===== src/rtl/gate_sweep_bist.sv =====
// rtl/gate_sweep_bist.sv - exhaustive self-checking sweep of the bitwise gate library
//
// Purpose: on start, walks every {b,a} operand pair through WIDTH-wide
// NAND-built gate arrays (NOT a, NAND, AND, OR, XOR). Each result is compared
// against a behavioural golden model. The block counts mismatching vectors
// and records the first failure.
//
// Ports:
//   clk, rst_n        clock, asynchronous active-low reset
//   start             sweep request, honoured only in IDLE
//   inj_en, inj_sel   test hook: invert bit 0 of channel inj_sel (0..4)
//   busy, done        sweep in progress / one-cycle completion pulse
//   pass              last completed sweep had no mismatches
//   err_count         saturating count of mismatching vectors
//   first_err_*       operands and lowest channel of the first mismatch
//   cur_a, cur_b      operands currently applied to the gate arrays
module gate_sweep_bist #(
  parameter int WIDTH = 2,
  parameter int CNT_W = 16
) (
  input  logic             clk,
  input  logic             rst_n,
  input  logic             start,
  input  logic             inj_en,
  input  logic [2:0]       inj_sel,
  output logic             busy,
  output logic             done,
  output logic             pass,
  output logic [CNT_W-1:0] err_count,
  output logic             first_err_valid,
  output logic [WIDTH-1:0] first_err_a,
  output logic [WIDTH-1:0] first_err_b,
  output logic [2:0]       first_err_ch,
  output logic [WIDTH-1:0] cur_a,
  output logic [WIDTH-1:0] cur_b
);

  localparam int VW = 2 * WIDTH;
  localparam logic [VW-1:0]    VEC_LAST = '1;
  localparam logic [CNT_W-1:0] CNT_MAX  = '1;

  typedef enum logic [1:0] {S_IDLE, S_RUN, S_DRAIN, S_DONE} state_t;

  state_t             r_state, w_state_nxt;
  logic [VW-1:0]      r_vec;
  logic               r_mis_q;
  logic [VW-1:0]      r_mis_vec;
  logic [2:0]         r_mis_ch;
  logic [CNT_W-1:0]   r_err_count;
  logic               r_first_valid;
  logic [VW-1:0]      r_first_vec;
  logic [2:0]         r_first_ch;
  logic               r_pass;

  logic [WIDTH-1:0]   w_a, w_b;
  logic [WIDTH-1:0]   w_dut  [5];
  logic [WIDTH-1:0]   w_gold [5];
  logic [4:0]         w_ch_mis;
  logic               w_mis;
  logic [2:0]         w_mis_ch;
  logic [CNT_W-1:0]   w_cnt_next;
  logic               w_capture;

  assign w_a = r_vec[WIDTH-1:0];
  assign w_b = r_vec[VW-1:WIDTH];

  // Device under test: every gate is built from 2-input NANDs so the sweep
  // exercises a structurally different netlist from the golden expressions.
  logic [WIDTH-1:0] w_not_a, w_not_b, w_nand, w_and, w_or, w_xor;
  for (genvar i = 0; i < WIDTH; i++) begin : g_bit
    logic w_xa, w_xb;
    assign w_not_a[i] = ~(w_a[i] & w_a[i]);
    assign w_not_b[i] = ~(w_b[i] & w_b[i]);
    assign w_nand[i]  = ~(w_a[i] & w_b[i]);
    assign w_and[i]   = ~(w_nand[i] & w_nand[i]);
    assign w_or[i]    = ~(w_not_a[i] & w_not_b[i]);
    assign w_xa       = ~(w_a[i] & w_nand[i]);
    assign w_xb       = ~(w_b[i] & w_nand[i]);
    assign w_xor[i]   = ~(w_xa & w_xb);
  end

  assign w_gold[0] = ~w_a;
  assign w_gold[1] = ~(w_a & w_b);
  assign w_gold[2] = w_a & w_b;
  assign w_gold[3] = w_a | w_b;
  assign w_gold[4] = w_a ^ w_b;

  // Injection flips bit 0 only, so one corrupted channel yields exactly one
  // mismatching vector per applied operand pair.
  logic [4:0] w_inj;
  assign w_inj[0] = inj_en && (inj_sel == 3'd0);
  assign w_inj[1] = inj_en && (inj_sel == 3'd1);
  assign w_inj[2] = inj_en && (inj_sel == 3'd2);
  assign w_inj[3] = inj_en && (inj_sel == 3'd3);
  assign w_inj[4] = inj_en && (inj_sel == 3'd4);

  assign w_dut[0] = w_not_a ^ WIDTH'(w_inj[0]);
  assign w_dut[1] = w_nand  ^ WIDTH'(w_inj[1]);
  assign w_dut[2] = w_and   ^ WIDTH'(w_inj[2]);
  assign w_dut[3] = w_or    ^ WIDTH'(w_inj[3]);
  assign w_dut[4] = w_xor   ^ WIDTH'(w_inj[4]);

  for (genvar c = 0; c < 5; c++) begin : g_cmp
    assign w_ch_mis[c] = |(w_dut[c] ^ w_gold[c]);
  end

  assign w_mis = |w_ch_mis;

  // Descending scan so the lowest mismatching channel index wins.
  always_comb begin
    w_mis_ch = 3'd0;
    for (int c = 4; c >= 0; c--) begin
      if (w_ch_mis[c]) w_mis_ch = 3'(c);
    end
  end

  // Accumulation works on the registered mismatch of the previous vector.
  assign w_cnt_next = (r_mis_q && (r_err_count != CNT_MAX)) ?
                      r_err_count + CNT_W'(1) : r_err_count;
  assign w_capture  = r_mis_q && !r_first_valid;

  always_ff @(posedge clk or negedge rst_n) begin
    if (!rst_n) r_state <= S_IDLE;
    else        r_state <= w_state_nxt;
  end

  always_comb begin
    w_state_nxt = r_state;
    case (r_state)
      S_IDLE:  if (start) w_state_nxt = S_RUN;
      S_RUN:   if (r_vec == VEC_LAST) w_state_nxt = S_DRAIN;
      S_DRAIN: w_state_nxt = S_DONE;
      S_DONE:  w_state_nxt = S_IDLE;
      default: w_state_nxt = S_IDLE;
    endcase
  end

  always_ff @(posedge clk or negedge rst_n) begin
    if (!rst_n) begin
      r_vec         <= '0;
      r_mis_q       <= 1'b0;
      r_mis_vec     <= '0;
      r_mis_ch      <= 3'd0;
      r_err_count   <= '0;
      r_first_valid <= 1'b0;
      r_first_vec   <= '0;
      r_first_ch    <= 3'd0;
      r_pass        <= 1'b0;
    end else begin
      case (r_state)
        S_IDLE: begin
          if (start) begin
            r_vec         <= '0;
            r_mis_q       <= 1'b0;
            r_err_count   <= '0;
            r_first_valid <= 1'b0;
            r_first_vec   <= '0;
            r_first_ch    <= 3'd0;
            r_pass        <= 1'b0;
          end
        end
        S_RUN: begin
          r_mis_q     <= w_mis;
          r_mis_vec   <= r_vec;
          r_mis_ch    <= w_mis_ch;
          r_err_count <= w_cnt_next;
          if (w_capture) begin
            r_first_valid <= 1'b1;
            r_first_vec   <= r_mis_vec;
            r_first_ch    <= r_mis_ch;
          end
          if (r_vec != VEC_LAST) r_vec <= r_vec + VW'(1);
        end
        S_DRAIN: begin
          r_err_count <= w_cnt_next;
          if (w_capture) begin
            r_first_valid <= 1'b1;
            r_first_vec   <= r_mis_vec;
            r_first_ch    <= r_mis_ch;
          end
          r_mis_q <= 1'b0;
          r_pass  <= (w_cnt_next == '0);
        end
        default: ;
      endcase
    end
  end

  assign busy            = (r_state == S_RUN) || (r_state == S_DRAIN);
  assign done            = (r_state == S_DONE);
  assign pass            = r_pass;
  assign err_count       = r_err_count;
  assign first_err_valid = r_first_valid;
  assign first_err_a     = r_first_vec[WIDTH-1:0];
  assign first_err_b     = r_first_vec[VW-1:WIDTH];
  assign first_err_ch    = r_first_ch;
  assign cur_a           = w_a;
  assign cur_b           = w_b;

endmodule


===== config.mk =====
export PLATFORM = sky130hd
export DESIGN_NAME = gate_sweep_bist
export DESIGN_NICKNAME = d
export VERILOG_FILES = /design/src/rtl/gate_sweep_bist.sv
export SDC_FILE = /design/constraint.sdc
export NUM_CORES = 1
export LEC_CHECK = 0
export BUFFER_PORTS_ARGS = -buffer_cell sky130_fd_sc_hd__buf_2
export CAP_MARGIN = 20
export CELL_PAD_IN_SITES_DETAIL_PLACEMENT = 1
export CELL_PAD_IN_SITES_GLOBAL_PLACEMENT = 1
export CORE_MARGIN = 3
export CORE_UTILIZATION = 35
export DETAILED_ROUTE_END_ITERATION = 8
export PLACE_DENSITY = 0.69
export SLEW_MARGIN = 20
export SYNTH_ARGS = -nofsm -noshare
export SYNTH_HDL_FRONTEND = slang
export SYNTH_SLANG_ARGS = --single-unit

===== constraint.sdc =====
create_clock -name clk -period 3.1 [get_ports clk]
set_clock_uncertainty 0.05 [all_clocks]
set_input_delay 0.465 -clock clk [delete_from_list [all_inputs] [get_ports clk]]
set_output_delay 0.465 -clock clk [all_outputs]
set_load 0.02 [all_outputs]

Word-level counts from Yosys, hierarchy flattened. Cells that the tools add are included.

Output and inout port bits: 31. Logic and storage cells: 118. Bits of input ports: 7. Register bits after elaboration: 39.

Muxes and demuxes: 24. Add/subtract/negate cells: 2. Bitwise logic cells: 39. Reduce and logical (&&, ||, !) cells: 29. Equality and inequality tests: 14.

Operators by type and width (number): $mux W16 (2); $pmux W16 S2 (1); $mux W3 (7); $add A16 B1 Y16 const B (1); $logic_not A16 Y1 (1); $ne A16 B16 Y1 const B (1); $pmux W4 S2 (2); $not A1 Y1 (14); $mux W4 (3); $reduce_or A2 Y1 (6); $xor A2 B2 Y2 (6); $and A1 B1 Y1 (10); $reduce_or A10 Y1 (1); $xor A2 B1 Y2 (5); $pmux W2 S4 (1); $reduce_and A2 Y1 (4); $logic_and A1 B1 Y1 (7); $eq A3 B2 Y1 const B (2); $ne A2 B2 Y1 const B (3); $pmux W3 S2 (1); $reduce_and A3 Y1 (2); $reduce_bool A2 Y1 (3); $add A4 B1 Y4 const B (1); $eq A2 B2 Y1 const B (2); other kinds (18) (22).

Depth between registers and ports, before layout.
Word-level depth: 14. Gate-level depth with buffers: 10. Mapped depth without buffers: 7.

Least setup slack after synthesis. OpenSTA, ideal clock, no wires.

Kind: register to register. From: register r_err_count[0] (netlist: err_count[0]). To: register r_pass (netlist: pass). Buffers on the path: 0. Setup time: 0.092 ns. Data arrival time: 2.037 ns. Period minus slack after synthesis: 2.179 ns. Cell stages (with the launch flop): 8. Data required time: 2.958 ns. Setup slack: 0.921 ns. Path through: dfrtp_1 ha_1 nand3_1 o41ai_4 nor2_4 a211oi_2 a21oi_1 o31ai_2.

Word-level cells in the longest chain between the ends: 5. Elaborated cells on any way between the ends: 6. Classes of those cells: add/sub (1); eq/ne (1); mux (2); reduce/logical (2).

RTL lines: start, declared (line 49) `logic [CNT_W-1:0] r_err_count;`; start signal, assigned (line 166) `r_err_count <= w_cnt_next;`; start signal, assigned (line 175) `r_err_count <= w_cnt_next;`; parallel branches: the longest is 2 deep, another holds $add A16 B1 Y16; $mux W16 (*) (line 118) `assign w_cnt_next = (r_mis_q && (r_err_count != CNT_MAX)) ?`; $logic_not A16 Y1 (*) (line 182) `r_pass <= (w_cnt_next == '0);`; $pmux W1 S2 (*) (line 150) `case (r_state)`; end signal, assigned (line 182); end, declared (line 53) `logic r_pass;`.

Mark *: on every way between the ends. A chain may end at the register's enable or synchronous reset.

Worst setup path after layout. Ends and elaborated chain as after synthesis.

==> metrics.md <==
| Metric | Value |
|---|---|
| PortBufs | 37 |
| Cell Rows | 28 |
| Least-Margin Pin Slew | 0.899 ns |
| Total vias in the final route | 1997 |
| Finish-stage setup viols | 0 |
| WP data required | 3.26 ns |
| Unrepaired setup endpoints after global routing | no |
| Post-DP HPWL | 4410 um |
| Area of the multi-input gates | 0.00122 mm2 |
| Max Fanout on Critical Path | 8 |
| Post-Syn Nets | 259 |
| Fillers | 720 |
| Leak | 1.23 nW |
| Cts bufs inserted | 5 |
| CTS Buffer Depth | 2 |
| Final GP Congestion | 0.830 |
| Power density cells | 790 mW/mm2 |
| Top FF cell, synth | dfrtp_1 |
| Synth cell types | 45 |
| Die height | 87.0 um |
| CTS tree | built |
| Synth Area per Inst | 9.33 um2 |
| Critical path, cell by cell | ha_1 > nand3_1 > o41ai_4 > nor2_4 > a211oi_2 > a21oi_1 > o31ai_2 |
| Hold crit path type | primary input to asynchronous set/reset pin |
| Relative slew slack | 40.1% |
| CTS Sinks | 39 |
| Status | completed |
| Crit path capture type | flop |
| Area delta synth->final | 14.3% |
| Post-Synthesis Cells | 246 |
| Inst Count DP | 344 |
| Largest net degree at the start of global routing | 40 |
| Slew Limit Fails | 0 |
| Ys Warns | 0 |
| Drt drc | 0 |
| I/O pin count | 38 |
| Clk_lat worst skew | 0.30 ns |
| Initial antenna violation count | 0 |
| Sequential share of the synthesized area | 42.5% |
| Die width | 87.0 um |
| Layout Cells excl Fill | 352 |
| Crit path DAT | 2.52 ns |
| Wire length per cell | 17.2 um |
| # H-tree levels | 2 |
| Final ANT Viol Nets | 0 |
| CP max stage delay | 0.62 ns |
| VDD IR max | 504 uV |
| Post-CTS resize count | 0 |
| Min Clock Period, post-route | 2.36 ns |
| Final core occ | 42.8% |
| Die area | 0.00756 mm2 |
| DR vias/cell | 5.67 |
| GRT Residual Overflow | 0 |
| Post-synth ARST share | 100% |
| Post-CTS Setup Bufs | 0 |
| Root Buffer | clkbuf_8 |
| Total Routed Length | 6050 um |
| WS Path Type | flop to flop |
| Gr usage total | 17.4% |
| Drt initial violations | 95 |
| Hold Fails Final Rpt | 0 |
| Initial Util | 37.4% |
| CTS clk-pin slew, worst paths | 0.08 ns |
| First-pass GRT wire length | 10400 um |
| Commonest non-fill, non-tap cell in the layout | dfrtp_1 |
| Core Region | 0.00613 mm2 |
| Vias in the first global route | 2024 |
| TNS Setup | 0 ns |
| Yosys reg bits | 39 |
| Register area | 976 um2 |
| Max cap viols | 0 |
| Final net count | 289 |
| Post-CTS Hold Buffers | 0 |
| EDFF count, synth | 0 |
| Maximum clock rate | 425 MHz |
| Share of the clock period used by the worst path | 76.0% |
| Most frequent cells in the layout | 39 x dfrtp_1, 37 x buf_2, 26 x o21ai_0, 24 x nand2_1, 20 x nor2_1 |
| Area of the mapped netlist | 0.00229 mm2 |
| Ant diodes | 0 |
| Slowest CP cell | o41ai_4 |
| Layout cells sized above 1 | 22.4% |
| Crit path launch type | flop |
| DRT Pass-1 Iters | 5 |
-- Yosys cell counts, types with 2 or more instances --
cell | instances | area share [%]
dfrtp_1 | 39 | 43
o21ai_0 | 26 | 5.7
nand2_1 | 24 | 3.9
nor2_1 | 20 | 3.3
a22o_1 | 10 | 3.8
clkbuf_1 | 10 | 1.6
a21oi_1 | 9 | 2.0
nand4_1 | 9 | 2.5
inv_1 | 8 | 1.3
nand3_1 | 8 | 1.7
a31oi_1 | 7 | 1.9
ha_1 | 6 | 3.3
nand2b_1 | 6 | 1.6
mux2_2 | 5 | 2.5
mux2i_1 | 5 | 2.2
buf_2 | 4 | 0.87
o31ai_1 | 4 | 1.3
a21o_1 | 3 | 0.98
and3_1 | 3 | 0.82
clkbuf_2 | 3 | 0.65
nor3_1 | 3 | 0.65
nor4_1 | 3 | 0.82
a211oi_1 | 2 | 0.65
and4_1 | 2 | 0.76
nand4_4 | 2 | 1.9
nor3_2 | 2 | 0.87
o2bb2ai_1 | 2 | 0.76
o41ai_1 | 2 | 0.76
or3_1 | 2 | 0.55
xor2_1 | 2 | 0.76
-- cell type report --
class | instances | area share [%]
inverters | 8 | 1.15
repair buffers | 40 | 7.92
clock inverters | 2 | 0.620
flip-flops and latches | 39 | 37.2
clock buffers | 6 | 3.15
multi-input cells | 182 | 46.4
well taps | 75 | 3.58
-- through the flow --
step	power (W)	hold WS (ns)	setup WS [ns]	area (um2)
after global routing	0.00225	0.316	0.501	2620
after detailed placement	0.00172	0.428	0.729	2520
after CTS	0.00211	0.272	0.730	2620
final	0.00207	0.240	0.745	2620
after global placement	0.00170	0.425	0.853	2520
after floorplan	0.00140	0.119	0.921	2290
-- critical path, delay by kind of cell (launching register included) --
family | cells | cell delay, ns
AO/OA/AOI/OAI | 4 | 1.14
flip-flops | 1 | 0.48
adder cells (fa/ha/maj) | 1 | 0.32
AND/OR/NAND/NOR | 2 | 0.27
-- cells by family after synthesis --
| group | Yosys count | synth area share (%) |
|---|---|---|
| AO/OA/AOI/OAI | 76 | 23.4 |
| AND/OR/NAND/NOR | 87 | 20.5 |
| XOR/XNOR | 3 | 1.15 |
| adder cells (fa/ha/maj) | 6 | 3.27 |
| flip-flops | 39 | 42.5 |
| buffers and inverters | 25 | 4.47 |
| multiplexers | 10 | 4.63 |
-- per-layer routing --
| metal | vias up | global-route usage [%] | share of wire (%) |
|---|---|---|---|
| li1 | 971 | - | - |
| met1 | 987 | 25.0 | 50 |
| met2 | 32 | 26.6 | 46 |
| met3 | 7 | 3.50 | 3.3 |
| met4 | 0 | 4.96 | 0.91 |
| met5 | - | 0 | 0 |
-- flip-flops by register name, indices dropped and copies added, names as in the netlist, 2 cells and up --
name and count:
r_vec 4, r_mis_ch 3, r_mis_vec 4, err_count 16
first_err_ch 3, r_state 2, r_first_vec 4
-- worst paths after layout --
kind	from	to	slack [ns]	cells past startpoint
setup reg to reg	err_count[0]$_DFFE_PN0P_	pass$_DFFE_PN0P_	0.74	7
setup / recovery	err_count[0]$_DFFE_PN0P_	pass$_DFFE_PN0P_	0.74	7
min in group clk	inj_sel[0]	r_mis_ch[0]$_DFFE_PN0P_	0.38	3
max in group asynchronous	rst_n	err_count[11]$_DFFE_PN0P_	2.20	1
hold / removal	rst_n	r_vec[0]$_DFFE_PN0P_	0.24	1
hold reg to reg	r_mis_ch[1]$_DFFE_PN0P_	r_mis_ch[1]$_DFFE_PN0P_	0.44	1
-- power breakdown --
part           leakage (nW)  internal, W  total, W  switching, W
clock                0.0474     0.000182  0.000379      0.000197
sequential            0.531     0.000603  0.000700     0.0000969
combinational         0.657     0.000359  0.000994      0.000635
Power figures use the tool's default switching activity.
